File: src/rtl/control_sequencer_if.sv
// control_sequencer_if: the instruction, branch-condition and stop inputs of
// the control unit, bundled with every datapath control strobe it drives.
//   master modport : the control sequencer (drives strobes, ALUop, Run)
//   slave modport  : the datapath side (drives IR, CON_FF, Stop)
// Parameter ALUW sets the width of the ALUop select.
interface control_sequencer_if #(
  parameter int ALUW = 4
);
  logic [31:0]     IR;
  logic            CON_FF;
  logic            Stop;
  // bus-drive enables
  logic            PCout, Zhighout, Zlowout, MDRout, BAout, Cout, Rout;
  // register load enables
  logic            MARin, Zin, PCin, MDRin, IRin, Yin, Rin, HIin, LOin, CONin;
  // register-field selects, PC increment, memory strobes
  logic            Gra, Grb, Grc;
  logic            IncPC, Read, Write;
  logic [ALUW-1:0] ALUop;
  logic            Run;

  modport master (
    input  IR, CON_FF, Stop,
    output PCout, Zhighout, Zlowout, MDRout, BAout, Cout, Rout,
           MARin, Zin, PCin, MDRin, IRin, Yin, Rin, HIin, LOin, CONin,
           Gra, Grb, Grc, IncPC, Read, Write, ALUop, Run
  );

  modport slave (
    output IR, CON_FF, Stop,
    input  PCout, Zhighout, Zlowout, MDRout, BAout, Cout, Rout,
           MARin, Zin, PCin, MDRin, IRin, Yin, Rin, HIin, LOin, CONin,
           Gra, Grb, Grc, IncPC, Read, Write, ALUop, Run
  );
endinterface

File: src/rtl/control_sequencer.sv
// control_sequencer: hardwired Moore control unit. Steps one T-state per
// clock: fetch (T0-T2), opcode latch on T2->T3, execute (T3-T7), back to T0.
// Ports:
//   Clock : system clock, rising edge
//   Clear : asynchronous active-high reset (state -> RST, strobes 0, Run=1)
//   bus   : control_sequencer_if.master (IR, CON_FF, Stop in; strobes,
//           ALUop, Run out)
// Optional feature: define CTRL_MULDIV_EN to execute mul (01111) and
// div (10000); otherwise those opcodes run as nop and HIin/LOin stay 0.
module control_sequencer #(
  parameter int OPW  = 5,
  parameter int ALUW = 4
) (
  input logic                  Clock,
  input logic                  Clear,
  control_sequencer_if.master  bus
);

  typedef enum logic [3:0] {
    S_RST, S_T0, S_T1, S_T2, S_T3, S_T4, S_T5, S_T6, S_T7, S_HALT
  } state_t;

  localparam logic [OPW-1:0] OP_LD   = OPW'(5'b00000);
  localparam logic [OPW-1:0] OP_ST   = OPW'(5'b00010);
  localparam logic [OPW-1:0] OP_ADD  = OPW'(5'b00011);
  localparam logic [OPW-1:0] OP_SUB  = OPW'(5'b00100);
  localparam logic [OPW-1:0] OP_AND  = OPW'(5'b00101);
  localparam logic [OPW-1:0] OP_OR   = OPW'(5'b00110);
  localparam logic [OPW-1:0] OP_ADDI = OPW'(5'b01011);
  localparam logic [OPW-1:0] OP_ANDI = OPW'(5'b01100);
  localparam logic [OPW-1:0] OP_ORI  = OPW'(5'b01101);
  localparam logic [OPW-1:0] OP_BR   = OPW'(5'b10010);
  localparam logic [OPW-1:0] OP_JR   = OPW'(5'b10100);
  localparam logic [OPW-1:0] OP_HALT = OPW'(5'b11011);
`ifdef CTRL_MULDIV_EN
  localparam logic [OPW-1:0] OP_MUL  = OPW'(5'b01111);
  localparam logic [OPW-1:0] OP_DIV  = OPW'(5'b10000);
  localparam logic [ALUW-1:0] ALU_MUL = ALUW'(4);
  localparam logic [ALUW-1:0] ALU_DIV = ALUW'(5);
`endif

  localparam logic [ALUW-1:0] ALU_ADD = ALUW'(0);
  localparam logic [ALUW-1:0] ALU_SUB = ALUW'(1);
  localparam logic [ALUW-1:0] ALU_AND = ALUW'(2);
  localparam logic [ALUW-1:0] ALU_OR  = ALUW'(3);

  state_t         state, next;
  logic [OPW-1:0] op_q;
  logic           is_r, is_i, is_ld, is_st, is_br, is_jr, is_halt, is_md;
  logic           done;
  logic [ALUW-1:0] alu_op;

  // Only the opcode field of IR matters to the control unit.
  logic unused_ir;
  assign unused_ir = ^bus.IR[31-OPW:0];

  // ---------------------------------------------------------------- state
  always_ff @(posedge Clock or posedge Clear) begin
    if (Clear) state <= S_RST;
    else       state <= next;
  end

  // Opcode is sampled on the T2->T3 edge and held through execute.
  always_ff @(posedge Clock or posedge Clear) begin
    if (Clear)              op_q <= '0;
    else if (state == S_T2) op_q <= bus.IR[31 -: OPW];
  end

  // ---------------------------------------------------------------- decode
  always_comb begin
    is_r    = (op_q == OP_ADD)  || (op_q == OP_SUB) ||
              (op_q == OP_AND)  || (op_q == OP_OR);
    is_i    = (op_q == OP_ADDI) || (op_q == OP_ANDI) || (op_q == OP_ORI);
    is_ld   = (op_q == OP_LD);
    is_st   = (op_q == OP_ST);
    is_br   = (op_q == OP_BR);
    is_jr   = (op_q == OP_JR);
    is_halt = (op_q == OP_HALT);
`ifdef CTRL_MULDIV_EN
    is_md   = (op_q == OP_MUL)  || (op_q == OP_DIV);
`else
    is_md   = 1'b0;
`endif
  end

  // ALU function for the execute step that computes the result.
  always_comb begin
    alu_op = ALU_ADD;
    if      ((op_q == OP_SUB))                      alu_op = ALU_SUB;
    else if ((op_q == OP_AND) || (op_q == OP_ANDI)) alu_op = ALU_AND;
    else if ((op_q == OP_OR)  || (op_q == OP_ORI))  alu_op = ALU_OR;
`ifdef CTRL_MULDIV_EN
    else if (op_q == OP_MUL)                        alu_op = ALU_MUL;
    else if (op_q == OP_DIV)                        alu_op = ALU_DIV;
`endif
  end

  // ---------------------------------------------------------------- next state
  // 'done' marks every edge that would return to T0; Stop turns that edge
  // into HALT, so an instruction in flight always finishes first.
  always_comb begin
    next = state;
    done = 1'b0;
    unique case (state)
      S_RST:  done = 1'b1;
      S_T0:   next = S_T1;
      S_T1:   next = S_T2;
      S_T2:   next = S_T3;
      S_T3: begin
        if (is_halt)                                  next = S_HALT;
        else if (is_r || is_i || is_ld || is_st ||
                 is_br || is_md)                      next = S_T4;
        else                                          done = 1'b1;
      end
      S_T4:   next = S_T5;
      S_T5: begin
        if (is_r || is_i) done = 1'b1;
        else              next = S_T6;
      end
      S_T6: begin
        if (is_ld || is_st) next = S_T7;
        else                done = 1'b1;
      end
      S_T7:   done = 1'b1;
      S_HALT: next = S_HALT;
      default: next = S_RST;
    endcase
    if (done) next = bus.Stop ? S_HALT : S_T0;
  end

  // ---------------------------------------------------------------- outputs
  always_comb begin
    bus.PCout    = 1'b0;  bus.Zhighout = 1'b0;  bus.Zlowout = 1'b0;
    bus.MDRout   = 1'b0;  bus.BAout    = 1'b0;  bus.Cout    = 1'b0;
    bus.Rout     = 1'b0;  bus.MARin    = 1'b0;  bus.Zin     = 1'b0;
    bus.PCin     = 1'b0;  bus.MDRin    = 1'b0;  bus.IRin    = 1'b0;
    bus.Yin      = 1'b0;  bus.Rin      = 1'b0;  bus.HIin    = 1'b0;
    bus.LOin     = 1'b0;  bus.CONin    = 1'b0;  bus.Gra     = 1'b0;
    bus.Grb      = 1'b0;  bus.Grc      = 1'b0;  bus.IncPC   = 1'b0;
    bus.Read     = 1'b0;  bus.Write    = 1'b0;
    bus.ALUop    = '0;
    bus.Run      = (state != S_HALT);
    unique case (state)
      S_T0: begin bus.PCout = 1'b1; bus.MARin = 1'b1; bus.IncPC = 1'b1; bus.Zin = 1'b1; end
      S_T1: begin bus.Zlowout = 1'b1; bus.PCin = 1'b1; bus.Read = 1'b1; bus.MDRin = 1'b1; end
      S_T2: begin bus.MDRout = 1'b1; bus.IRin = 1'b1; end
      S_T3: begin
        if (is_ld || is_st) begin
          bus.Grb = 1'b1; bus.BAout = 1'b1; bus.Yin = 1'b1;
        end else if (is_r || is_i) begin
          bus.Grb = 1'b1; bus.Rout = 1'b1; bus.Yin = 1'b1;
        end else if (is_br) begin
          bus.Gra = 1'b1; bus.Rout = 1'b1; bus.CONin = 1'b1;
        end else if (is_jr) begin
          bus.Gra = 1'b1; bus.Rout = 1'b1; bus.PCin = 1'b1;
        end
`ifdef CTRL_MULDIV_EN
        else if (is_md) begin
          bus.Gra = 1'b1; bus.Rout = 1'b1; bus.Yin = 1'b1;
        end
`endif
      end
      S_T4: begin
        if (is_r) begin
          bus.Grc = 1'b1; bus.Rout = 1'b1; bus.Zin = 1'b1; bus.ALUop = alu_op;
        end else if (is_i) begin
          bus.Cout = 1'b1; bus.Zin = 1'b1; bus.ALUop = alu_op;
        end else if (is_ld || is_st) begin
          bus.Cout = 1'b1; bus.Zin = 1'b1; bus.ALUop = ALU_ADD;
        end else if (is_br) begin
          bus.PCout = 1'b1; bus.Yin = 1'b1;
        end
`ifdef CTRL_MULDIV_EN
        else if (is_md) begin
          bus.Grb = 1'b1; bus.Rout = 1'b1; bus.Zin = 1'b1; bus.ALUop = alu_op;
        end
`endif
      end
      S_T5: begin
        if (is_r || is_i) begin
          bus.Zlowout = 1'b1; bus.Gra = 1'b1; bus.Rin = 1'b1;
        end else if (is_ld || is_st) begin
          bus.Zlowout = 1'b1; bus.MARin = 1'b1;
        end else if (is_br) begin
          bus.Cout = 1'b1; bus.Zin = 1'b1; bus.ALUop = ALU_ADD;
        end
`ifdef CTRL_MULDIV_EN
        else if (is_md) begin
          bus.Zlowout = 1'b1; bus.LOin = 1'b1;
        end
`endif
      end
      S_T6: begin
        if (is_ld) begin
          bus.Read = 1'b1; bus.MDRin = 1'b1;
        end else if (is_st) begin
          bus.Gra = 1'b1; bus.Rout = 1'b1; bus.MDRin = 1'b1;
        end else if (is_br) begin
          // Branch target is taken only when the condition FF is set.
          bus.Zlowout = 1'b1; bus.PCin = bus.CON_FF;
        end
`ifdef CTRL_MULDIV_EN
        else if (is_md) begin
          bus.Zhighout = 1'b1; bus.HIin = 1'b1;
        end
`endif
      end
      S_T7: begin
        if (is_ld) begin
          bus.MDRout = 1'b1; bus.Gra = 1'b1; bus.Rin = 1'b1;
        end else if (is_st) begin
          bus.Write = 1'b1;
        end
      end
      default: ;
    endcase
  end

endmodule

File: src/flat_wrapper.sv
// flat-port wrapper written by rule: the top's interface ports become plain ports
module control_sequencer_flat 
#(
  parameter int OPW  = 5,
  parameter int ALUW = 4
)
  (Clock, Clear, bus_IR, bus_CON_FF, bus_Stop, bus_PCout, bus_Zhighout, bus_Zlowout, bus_MDRout, bus_BAout, bus_Cout, bus_Rout, bus_MARin, bus_Zin, bus_PCin, bus_MDRin, bus_IRin, bus_Yin, bus_Rin, bus_HIin, bus_LOin, bus_CONin, bus_Gra, bus_Grb, bus_Grc, bus_IncPC, bus_Read, bus_Write, bus_ALUop, bus_Run);
  control_sequencer_if #(.ALUW(ALUW)) bus_i ();
  input logic Clock;
  input logic Clear;
  input wire logic [$bits(bus_i.IR)-1:0] bus_IR;
  input wire logic [$bits(bus_i.CON_FF)-1:0] bus_CON_FF;
  input wire logic [$bits(bus_i.Stop)-1:0] bus_Stop;
  output wire logic [$bits(bus_i.PCout)-1:0] bus_PCout;
  output wire logic [$bits(bus_i.Zhighout)-1:0] bus_Zhighout;
  output wire logic [$bits(bus_i.Zlowout)-1:0] bus_Zlowout;
  output wire logic [$bits(bus_i.MDRout)-1:0] bus_MDRout;
  output wire logic [$bits(bus_i.BAout)-1:0] bus_BAout;
  output wire logic [$bits(bus_i.Cout)-1:0] bus_Cout;
  output wire logic [$bits(bus_i.Rout)-1:0] bus_Rout;
  output wire logic [$bits(bus_i.MARin)-1:0] bus_MARin;
  output wire logic [$bits(bus_i.Zin)-1:0] bus_Zin;
  output wire logic [$bits(bus_i.PCin)-1:0] bus_PCin;
  output wire logic [$bits(bus_i.MDRin)-1:0] bus_MDRin;
  output wire logic [$bits(bus_i.IRin)-1:0] bus_IRin;
  output wire logic [$bits(bus_i.Yin)-1:0] bus_Yin;
  output wire logic [$bits(bus_i.Rin)-1:0] bus_Rin;
  output wire logic [$bits(bus_i.HIin)-1:0] bus_HIin;
  output wire logic [$bits(bus_i.LOin)-1:0] bus_LOin;
  output wire logic [$bits(bus_i.CONin)-1:0] bus_CONin;
  output wire logic [$bits(bus_i.Gra)-1:0] bus_Gra;
  output wire logic [$bits(bus_i.Grb)-1:0] bus_Grb;
  output wire logic [$bits(bus_i.Grc)-1:0] bus_Grc;
  output wire logic [$bits(bus_i.IncPC)-1:0] bus_IncPC;
  output wire logic [$bits(bus_i.Read)-1:0] bus_Read;
  output wire logic [$bits(bus_i.Write)-1:0] bus_Write;
  output wire logic [$bits(bus_i.ALUop)-1:0] bus_ALUop;
  output wire logic [$bits(bus_i.Run)-1:0] bus_Run;
  assign bus_i.IR = bus_IR;
  assign bus_i.CON_FF = bus_CON_FF;
  assign bus_i.Stop = bus_Stop;
  assign bus_PCout = bus_i.PCout;
  assign bus_Zhighout = bus_i.Zhighout;
  assign bus_Zlowout = bus_i.Zlowout;
  assign bus_MDRout = bus_i.MDRout;
  assign bus_BAout = bus_i.BAout;
  assign bus_Cout = bus_i.Cout;
  assign bus_Rout = bus_i.Rout;
  assign bus_MARin = bus_i.MARin;
  assign bus_Zin = bus_i.Zin;
  assign bus_PCin = bus_i.PCin;
  assign bus_MDRin = bus_i.MDRin;
  assign bus_IRin = bus_i.IRin;
  assign bus_Yin = bus_i.Yin;
  assign bus_Rin = bus_i.Rin;
  assign bus_HIin = bus_i.HIin;
  assign bus_LOin = bus_i.LOin;
  assign bus_CONin = bus_i.CONin;
  assign bus_Gra = bus_i.Gra;
  assign bus_Grb = bus_i.Grb;
  assign bus_Grc = bus_i.Grc;
  assign bus_IncPC = bus_i.IncPC;
  assign bus_Read = bus_i.Read;
  assign bus_Write = bus_i.Write;
  assign bus_ALUop = bus_i.ALUop;
  assign bus_Run = bus_i.Run;
  control_sequencer #(.OPW(OPW), .ALUW(ALUW)) u_core (.Clock(Clock), .Clear(Clear), .bus(bus_i));
endmodule
File: config.mk
export PLATFORM = sky130hd
export DESIGN_NAME = control_sequencer_flat
export DESIGN_NICKNAME = d
export VERILOG_FILES = /design/src/rtl/control_sequencer_if.sv /design/src/rtl/control_sequencer.sv /design/src/flat_wrapper.sv
export SDC_FILE = /design/constraint.sdc
export NUM_CORES = 1
export LEC_CHECK = 0
export ABC_AREA = 1
export CAP_MARGIN = 20
export CORE_AREA = 5 5 57 59
export CTS_BUF_LIST = sky130_fd_sc_hd__clkbuf_16
export DETAILED_ROUTE_END_ITERATION = 7
export DIE_AREA = 0 0 62 64
export GPL_ROUTABILITY_DRIVEN = 0
export PLACE_DENSITY = 0.77
export SLEW_MARGIN = 25
export SYNTH_ARGS = -nofsm -noshare
export SYNTH_HDL_FRONTEND = slang
export SYNTH_SLANG_ARGS = --single-unit
File: constraint.sdc
create_clock -name Clock -period 1.6 [get_ports Clock]
set_clock_uncertainty 0.05 [all_clocks]
set_input_delay 0.32 -clock Clock [delete_from_list [all_inputs] [get_ports Clock]]
set_output_delay 0.32 -clock Clock [all_outputs]
set_load 0.03 [all_outputs]
### Word level (Yosys, flattened, before mapping)

Cells that the tools add are included.

| storage, ports and cells | value |
|---|---|
| register bits | 9 |
| input port bits | 36 |
| output and inout port bits | 28 |
| word-level logic and storage cells | 114 |

| operators by class | value |
|---|---|
| equality and inequality tests | 25 |
| mux-type cells | 71 |
| reductions and logical operators | 16 |

Operators by type and width:

| operator | count |
|---|---|
| $mux W1 | 44 |
| $mux W4 | 11 |
| $pmux W4 S9 | 1 |
| $eq A4 B3 Y1 const B | 4 |
| $pmux W1 S2 | 8 |
| $eq A5 B3 Y1 const B | 3 |
| $eq A5 B4 Y1 const B | 3 |
| $eq A5 B5 Y1 const B | 3 |
| $logic_or A1 B1 Y1 | 12 |
| $pmux W1 S3 | 4 |
| $eq A5 B2 Y1 const B | 2 |
| $eq A4 B2 Y1 const B | 2 |
| $eq A4 B4 Y1 const B | 2 |
| $pmux W1 S4 | 2 |
| $logic_not A5 Y1 | 1 |
| $eq A4 B1 Y1 const B | 1 |
| $logic_not A4 Y1 | 1 |
| $ne A4 B1 Y1 const B | 1 |
| $ne A4 B4 Y1 const B | 1 |
| $reduce_and A4 Y1 | 1 |
| $ne A3 B1 Y1 const B | 1 |
| $ne A3 B2 Y1 const B | 1 |
| $mux W2 | 1 |
| $ne A2 B1 Y1 const B | 1 |
| $reduce_or A2 Y1 | 1 |

### Depth between registers and ports, before layout

Gate-level depths: netlist of run 1.

| logic depth | value |
|---|---|
| depth in word-level cells | 13 |
| gate-level depth with buffers | 10 |
| gate-level depth less buffers | 10 |

### Worst setup path before layout of run 1

No wires, ideal clock.

| timing path | value |
|---|---|
| path type | register to output |
| start | register u_core.state[2] |
| end | output port bus_MARin |
| data arrival time | 1658 ps |
| required time | 1230 ps |
| setup slack | -428 ps |
| stages on the path, launching flop included | 5 |
| buffers on the path | 0 |
| cell sequence | dfrtp_1 > or2_2 > nor2_1 > inv_1 > o21ai_0 |

| between the ends | value |
|---|---|
| cells in the longest elaborated chain, start to end | 2 |
| elaborated cells between the ends (all ways) | 3 |
| those cells by class | eq/ne: 2; mux: 1 |

RTL lines:

| what | RTL line | text |
|---|---|---|
| from (decl) | control_sequencer.sv:47 | `state_t state, next;` |
| from (signal assigned) | control_sequencer.sv:60 | `else state <= next;` |
| $eq A4 B3 Y1 or $eq A4 B1 Y1 (tied branches) | control_sequencer.sv:143 | `unique case (state)` |
| $pmux W1 S2 (*) | control_sequencer.sv:143 |  |
| to (decl) | flat_wrapper.sv:21 | `output wire logic [$bits(bus_i.MARin)-1:0] bus_MARin;` |

Mark *: on every way between the ends. The rest lies on a longest branch, timed or not.

### Worst setup path in the final report of run 1

| timing path | value |
|---|---|
| start | register u_core.op_q[0] |
| end | output port bus_Zin |

| between the ends | value |
|---|---|
| cells in the longest elaborated chain, start to end | 7 |
| elaborated cells between the ends (all ways) | 24 |
| those cells by class | eq/ne: 9; mux: 7; reduce/logical: 8 |

RTL lines:

| what | RTL line | text |
|---|---|---|
| from (decl) | control_sequencer.sv:48 | `logic [OPW-1:0] op_q;` |
| from (signal assigned) | control_sequencer.sv:66 | `else if (state == S_T2) op_q <= bus.IR[31 -: OPW];` |
| $eq A5 B2 Y1 or $eq A5 B3 Y1 (tied branches) | control_sequencer.sv:71 | `is_r = (op_q == OP_ADD) \|\| (op_q == OP_SUB) \|\|` |
| $logic_or A1 B1 Y1 (2 in a row) | control_sequencer.sv:71 |  |
| $logic_or A1 B1 Y1 | control_sequencer.sv:72 | `(op_q == OP_AND) \|\| (op_q == OP_OR);` |
| $logic_or A1 B1 Y1 | control_sequencer.sv:180 | `if (is_r \|\| is_i) begin` |
| $mux W1 | control_sequencer.sv:180 |  |
| $pmux W1 S3 (*) | control_sequencer.sv:143 |  |
| to (decl) | flat_wrapper.sv:22 | `output wire logic [$bits(bus_i.Zin)-1:0] bus_Zin;` |

Marks and branches as above.

==> results by group, run 1 <==
Placement
  • DP Area: about 1400 µm²
  • HPWL Detailed: ~2200 µm
  • # port buffers: 31

Logic synthesis
  • Synthesized flop and latch total: 9
  • Yosys Warn Count: 0
  • Post-synth EDFFs: 0
  • Synth area leaders: dfrtp_1 (26%), nand2_1 (15%), inv_1 (9.2%)
  • Post-synthesis async set-or-reset flop share: 100%
  • Cells after synthesis: 140
  • Seq/Total Area, Yosys: a little over a quarter
  • Synth Area per Inst: around 6 µm²
  • Synth unique cells: 25
  • Post-synth top cells: nand2_1 (35), inv_1 (21), nor2_1 (21), o21ai_0 (10), dfrtp_1 (9)
  • Main flop type after synthesis: dfrtp_1
  • Most common cell in the netlist: nand2_1
  • Synth Cell Area: 860 µm²
  • Top cell type by total area after synthesis: dfrtp_1
  • Yosys top cell area share: between 20% and 30%

Clock network
  • Clk slew on worst S/H paths: 0.04 ns
  • CTS tree: done
  • Htree depth: 1
  • CTS root buf: clkbuf_16
  • Worst-Skew Late Latency: between 0.2 and 0.25 ns
  • Sink Count: 9
  • Clk buf depth: 2
  • Num CTS Buffers: 3

Worst hold path
  • Hold Path Class: primary input to async pin

Route
  • DR vias/cell: 4.89
  • Routed Antenna Nets: 0
  • Total length of routed wires: between 3000 and 4000 µm
  • Residual DRC: 0
  • Drt first-iter violations: 38
  • Vias: roughly 1200
  • First-pass iteration count of the detailed router: 4
  • WL per Instance: between 10 and 15 µm

Worst setup path
  • Critical Path End Type: output pin
  • Crit path kind: flop to output pin
  • CP max FO: 4
  • WP data arrival: ~1.6 ns
  • CP Launch Type: flop
  • Worst endpoint required time: around 1.2 ns

Pwr
  • Combinational share of power: between 70% and 80%
  • Flop pwr share: a little over an eighth
  • Net Sw Power: 0.00175 W
  • Tot Pwr: approximately 0.0036 W
  • Leakage: 0.901 nW
  • Worst VDD drop: about 1.3 mV
  • Internal Power: about 0.0019 W
  • Switch share: roughly half
  • Clk pwr share: a little under an eighth
  • Pwr/cell area: about 2000 nW/µm²

Floorplan
  • Die height: between 60 and 70 µm
  • Die W: 62 µm
  • Area of the core: ~2700 µm²
  • DIE AREA: between 3000 and 4000 µm²
  • Num rows: 19
  • Starting Density: between 30 and 40%
  • # IOs: between 60 and 70

STA
  • Tmin final: about 2.0 ns
  • Setup violations, final: 24
  • Setup TNS: -6.20 ns
  • Unrepaired setup endpoints after global routing: yes
  • Fin crit share: 124%
  • Final Max Slew Viols: 0
  • Final hold viol count: 0
  • FMAX: around 510 MHz
  • Setup ws final: -0.378 ns

GRT
  • Met1 global-route usage: 16.1%
  • GR peak layer: met2
  • Initial antenna violation count: 0
  • Vias in the first global route: between 1000 and 1500
  • First-pass GRT wire length: 4580 µm
  • GR Util All Layers: roughly 15%
  • GRT overflow: 0
  • Grt met2 use: 28.4%
  • Met3 usage: 3.42%
  • Largest net degree at the start of global routing: 11

Final layout
  • Syn-to-layout area delta: 109%
  • Ratio of cells with drive above 1 in the final layout: 58.4%
  • Ant diodes: 0
  • Finished Cell Area: approximately 1800 µm²
  • Layout net count: ~250

Status
  • Failing checks: negative setup slack
  • Outcome: finished, violations left

Job
  • Max-Cap Viols: 0
[metrics by stage]
| step | hold slack, ns | utilization [%] | setup WS [ns] | cells |
|---|---|---|---|---|
| 3_5_place_dp | 0.549 | 53.7 | -0.197 | 232 |
| 5_1_grt | 0.346 | 67.5 | -0.459 | 245 |
| 4_1_cts | 0.307 | 62.1 | -0.365 | 241 |
| 3_3_place_gp | 0.548 | 53.7 | -0.195 | 232 |
| 2_1_floorplan | 0.0979 | - | -0.246 | 144 |
| 6_report | 0.297 | 67.5 | -0.378 | 245 |
[repair_timing]
item	CTS	global route
endpoints found under the setup margin	23	26
cloned	0	0
gates resized for setup	41	31
hold buffers	0	0
pin swaps	2	13
setup buffers	5	4
[cells in the final DEF, fill, tap and decap left out, types with 3 or more instances in the layout]
| cell | count |
|---|---|
| nand4_1 | 6 |
| clkdlybuf4s50_1 | 8 |
| nand2_4 | 6 |
| nand2_1 | 23 |
| conb_1 | 5 |
| nor2_2 | 5 |
| inv_2 | 10 |
| nand2_2 | 8 |
| dfrtp_1 | 5 |
| clkbuf_16 | 3 |
| buf_6 | 19 |
| o211ai_1 | 3 |
| buf_4 | 44 |
| o21ai_0 | 6 |
| inv_1 | 12 |
| nor2_4 | 11 |
| dfrtp_2 | 4 |
| nor2_1 | 8 |
| nand3_1 | 6 |
[power groups by stage]
stage,logic [W],registers (W),clock network [W]
2_1_floorplan,0.00123,0.000468,0
3_3_place_gp,0.00208,0.000453,0
3_5_place_dp,0.00211,0.000458,0
4_1_cts,0.00238,0.000466,0.000429
5_1_grt,0.00290,0.000503,0.000444
6_report,0.00273,0.000489,0.000421
[worst max-delay path: stages, from the launching register on]
cell,delay [ns]
dfrtp_2,0.42
buf_4,0.16
nor2_1,0.16
nand3_1,0.17
inv_2,0.12
nand2_1,0.08
o211ai_1,0.09
buf_4,0.19
[registers in the layout (all words and copies together) (netlist names)]
signal	flops
u_core.op_q	5
u_core.state	4
[metal layers]
| layer | share of wire [%] | vias up |
|---|---|---|
| met5 | 0 | - |
| met2 | 55 | 37 |
| met1 | 36 | 555 |
| met4 | 2.2 | 0 |
| li1 | - | 597 |
| met3 | 6.4 | 8 |
[layout make-up]
type | count | area (µm²)
fillers | 206 | 865
multi-input cells | 107 | 736
well taps | 31 | 38.8
flip-flops and latches | 9 | 230
clock inverters | 1 | 3.75
repair buffers | 72 | 629
inverters | 22 | 85.1
clock buffers | 3 | 75.1
[worst paths after layout]
check	start	end	slack (ns)	cells past startpoint
min in group Clock	bus_IR[27]	u_core.op_q[0]$_DFFE_PP0P_	0.58	3
max in group asynchronous	Clear	u_core.op_q[1]$_DFFE_PP0P_	0.93	2
hold / removal	Clear	u_core.state[3]$_DFFE_PP0P_	0.30	2
setup / recovery	u_core.op_q[0]$_DFFE_PP0P_	bus_Zin	-0.38	7
setup reg to reg	u_core.op_q[2]$_DFFE_PP0P_	u_core.state[3]$_DFFE_PP0P_	-0.09	8
hold reg to reg	u_core.op_q[0]$_DFFE_PP0P_	u_core.op_q[0]$_DFFE_PP0P_	0.60	3
[cell families after synthesis]
group | after synthesis | share of synthesized area [%]
flip-flops | 9 | 26.2
AND/OR/NAND/NOR | 85 | 46.4
AO/OA/AOI/OAI | 17 | 12.4
other | 1 | 0.436
buffers and inverters | 28 | 14.6
Power figures use the tool's default switching activity.
==> inputs of run 2 (changes only) <==
Settings changed: CORE_AREA 5 5 57 59 to 5 5 56 58, DIE_AREA 0 0 62 64 to 0 0 61 63, PLACE_DENSITY 0.77 to 0.8.
Clock period 1.6 ns to 2.4 ns, I/O delays scaled along.
==> results by group, run 2 (same netlist as run 1, synthesis figures left out) <==
Status
  • Outcome: finished clean

Clock network
  • Clk slew on worst S/H paths: 0.04 ns (about the same)
  • Sink Count: 9 (unchanged)
  • CTS tree: done
  • CTS root buf: clkbuf_16
  • Htree depth: 1 (unchanged)
  • Worst-Skew Late Latency: 0.23 ns (about the same)
  • Clk buf depth: 2 (unchanged)
  • Num CTS Buffers: 3 (unchanged)

Route
  • Vias: 1065 (-11%)
  • Drt first-iter violations: 36 (-5.3%)
  • Routed Antenna Nets: 0 (unchanged)
  • Total length of routed wires: 2510 µm (-19%)
  • WL per Instance: 11.2 µm (-10%)
  • Residual DRC: 0 (unchanged)
  • First-pass iteration count of the detailed router: 4 (unchanged)
  • DR vias/cell: 4.78 (-2.3%)

Pwr
  • Pwr/cell area: 1300 nW/µm² (-36%)
  • Worst VDD drop: 0.701 mV (-47%)
  • Leakage: 0.741 nW (-18%)

Worst setup path
  • Reg-to-reg slack, setup: 0.80 ns (+0.89 ns)
  • CP delay by family, top: simple AND/OR/NAND/NOR gates
  • Worst endpoint required time: 1.87 ns (+0.64 ns)
  • CP Launch Type: flop
  • Worst Path Buf+Inv: 4 (+1)
  • Crit-path max cell delay: 0.43 ns (about the same)
  • Slowest-stage cell, CP: dfrtp_2
  • CP Cell Sequence: nor2_4 > nand2_1 > nor2_2 > inv_1 > buf_4 > nor3_2 > inv_1 > o21ai_1 > buf_4
  • Crit path kind: flop to output pin
  • Worst R2R End: u_core.state[3]$_DFFE_PP0P_
  • CP max FO: 4 (unchanged)
  • WP data arrival: 1.85 ns (+0.24 ns)
  • FF-to-FF Start: u_core.op_q[3]$_DFFE_PP0P_
  • R2R cell count: 9 (+1)
  • Critical Path End Type: output pin

STA
  • Final Max Slew Viols: 0 (unchanged)
  • FMAX: about 420 MHz
  • Unrepaired setup endpoints after global routing: yes
  • Final hold viol count: 0 (unchanged)
  • Tmin final: ~2.4 ns
  • Setup TNS: 0 ns (+6.20 ns)
  • Min Hold Slack: 0.453 ns (+0.156 ns)
  • Fin crit share: approximately 100%
  • Setup violations, final: 0 (-100%)

Floorplan
  • Num rows: 19 (unchanged)
  • Starting Density: 32.9% (+0.59 points)
  • # IOs: 64 (unchanged)
  • Die W: 61 µm (-1.6%)
  • DIE AREA: 3840 µm² (-3.2%)
  • Die height: 63 µm (-1.6%)
  • Area of the core: 2620 µm² (-1.8%)

GRT
  • Largest net degree at the start of global routing: 11 (unchanged)
  • Initial antenna violation count: 0 (unchanged)
  • GR Util All Layers: 13.6% (-1.5 points)
  • GRT overflow: 0 (unchanged)
  • First-pass GRT wire length: 4170 µm (-9.0%)
  • Vias in the first global route: 1046 (-5.1%)

Final layout
  • Max reg flops: 5 (unchanged)
  • Most frequent cells in the layout: nand2_1 (35), buf_4 (26), inv_1 (22), nor2_1 (18), o21ai_0 (10)
  • Ant diodes: 0 (unchanged)
  • Syn-to-layout area delta: 57.6%
  • Layout net count: 229 (-8.8%)
  • Largest regs: u_core.op_q (5), u_core.state (4)
  • Filler cell count: 267 (+30%)
  • Top reg by flops: u_core.op_q
  • Ratio of cells with drive above 1 in the final layout: 26.6% (-32 points)
  • Commonest non-fill, non-tap cell in the layout: nand2_1

Job
  • Max-Cap Viols: 0 (unchanged)

Placement
  • HPWL Detailed: 2140 µm (-3.7%)
  • # port buffers: 31 (unchanged)

Worst hold path
  • Hold Path Class: primary input to async pin
run 2: cell count changes in the layout (fill, tap and decap cells not counted), moves of 6 or more:
cell | before | now
dlygate4sd2_1 | 0 | 8
inv_2 | 10 | 1
clkbuf_2 | 0 | 6
nor2_1 | 8 | 18
nor2_4 | 11 | 2
inv_1 | 12 | 22
nand2_1 | 23 | 35
nand2_2 | 8 | 2
buf_4 | 44 | 26
nand2_4 | 6 | 0
buf_6 | 19 | 1
run 2: area by class of cell:
cell class | count | area [µm²] | share of cell area [%]
multi-input cells | 107 | 532 | 39.2
repair buffers | 50 | 397 | 29.3
flip-flops and latches | 9 | 226 | 16.7
inverters | 22 | 82.6 | 6.09
clock buffers | 3 | 75.1 | 5.54
well taps | 31 | 38.8 | 2.86
clock inverters | 1 | 3.75 | 0.277
run 2: per-stage QoR:
stage / utilization, % / power [W] / worst slack (ns) / cell area, µm² / instances
final: 51.8 / 0.00177 / 0.0246 / 1360 / 223
after global routing: 51.8 / 0.00191 / -0.0834 / 1360 / 223
after CTS: 52.0 / 0.00174 / 0.00543 / 1360 / 222
after detailed placement: 49.6 / 0.00149 / -0.0393 / 1300 / 218
after global placement: 49.6 / 0.00147 / 0.0231 / 1300 / 218
after floorplan: - / 0.00103 / 0.212 / 875 / 144
run 2: how the worst max path moves through the flow:
stage / depth (start not counted) / startpoint / to / slack [ns]
global route: 9 / u_core.op_q[3]$_DFFE_PP0P_ / bus_Read / -0.08
CTS: 8 / u_core.op_q[2]$_DFFE_PP0P_ / bus_Zin / 0.005
finish: 9 / u_core.op_q[3]$_DFFE_PP0P_ / bus_Read / 0.02
global placement: 8 / u_core.op_q[2]$_DFFE_PP0P_ / bus_Zin / 0.02
floorplan: 4 / u_core.state[2]$_DFFE_PP0P_ / bus_MARin / 0.21
detailed placement: 8 / u_core.op_q[2]$_DFFE_PP0P_ / bus_Zin / -0.04
run 2: what timing repair did:
action | in CTS | in global routing
endpoints found under the hold margin | 0 | 0
buffers inserted | 0 | 1
hold buffers | 0 | 0
pin swaps | 0 | 3
resized for setup | 15 | 18
setup endpoints to repair | 14 | 11
run 2: layer usage:
layer	vias up	track usage (%)	routed length [µm]
met3	4	2.27	176
met1	479	16.3	1080
met4	0	5.42	30
li1	546	-	-
met5	-	0	0
met2	36	23.4	1220
run 2: where the power goes:
group,internal (W),switching [W],leakage [nW]
registers,0.000229,0.0000640,0.111
logic,0.000443,0.000748,0.587
clock network,0.000217,0.0000646,0.0423
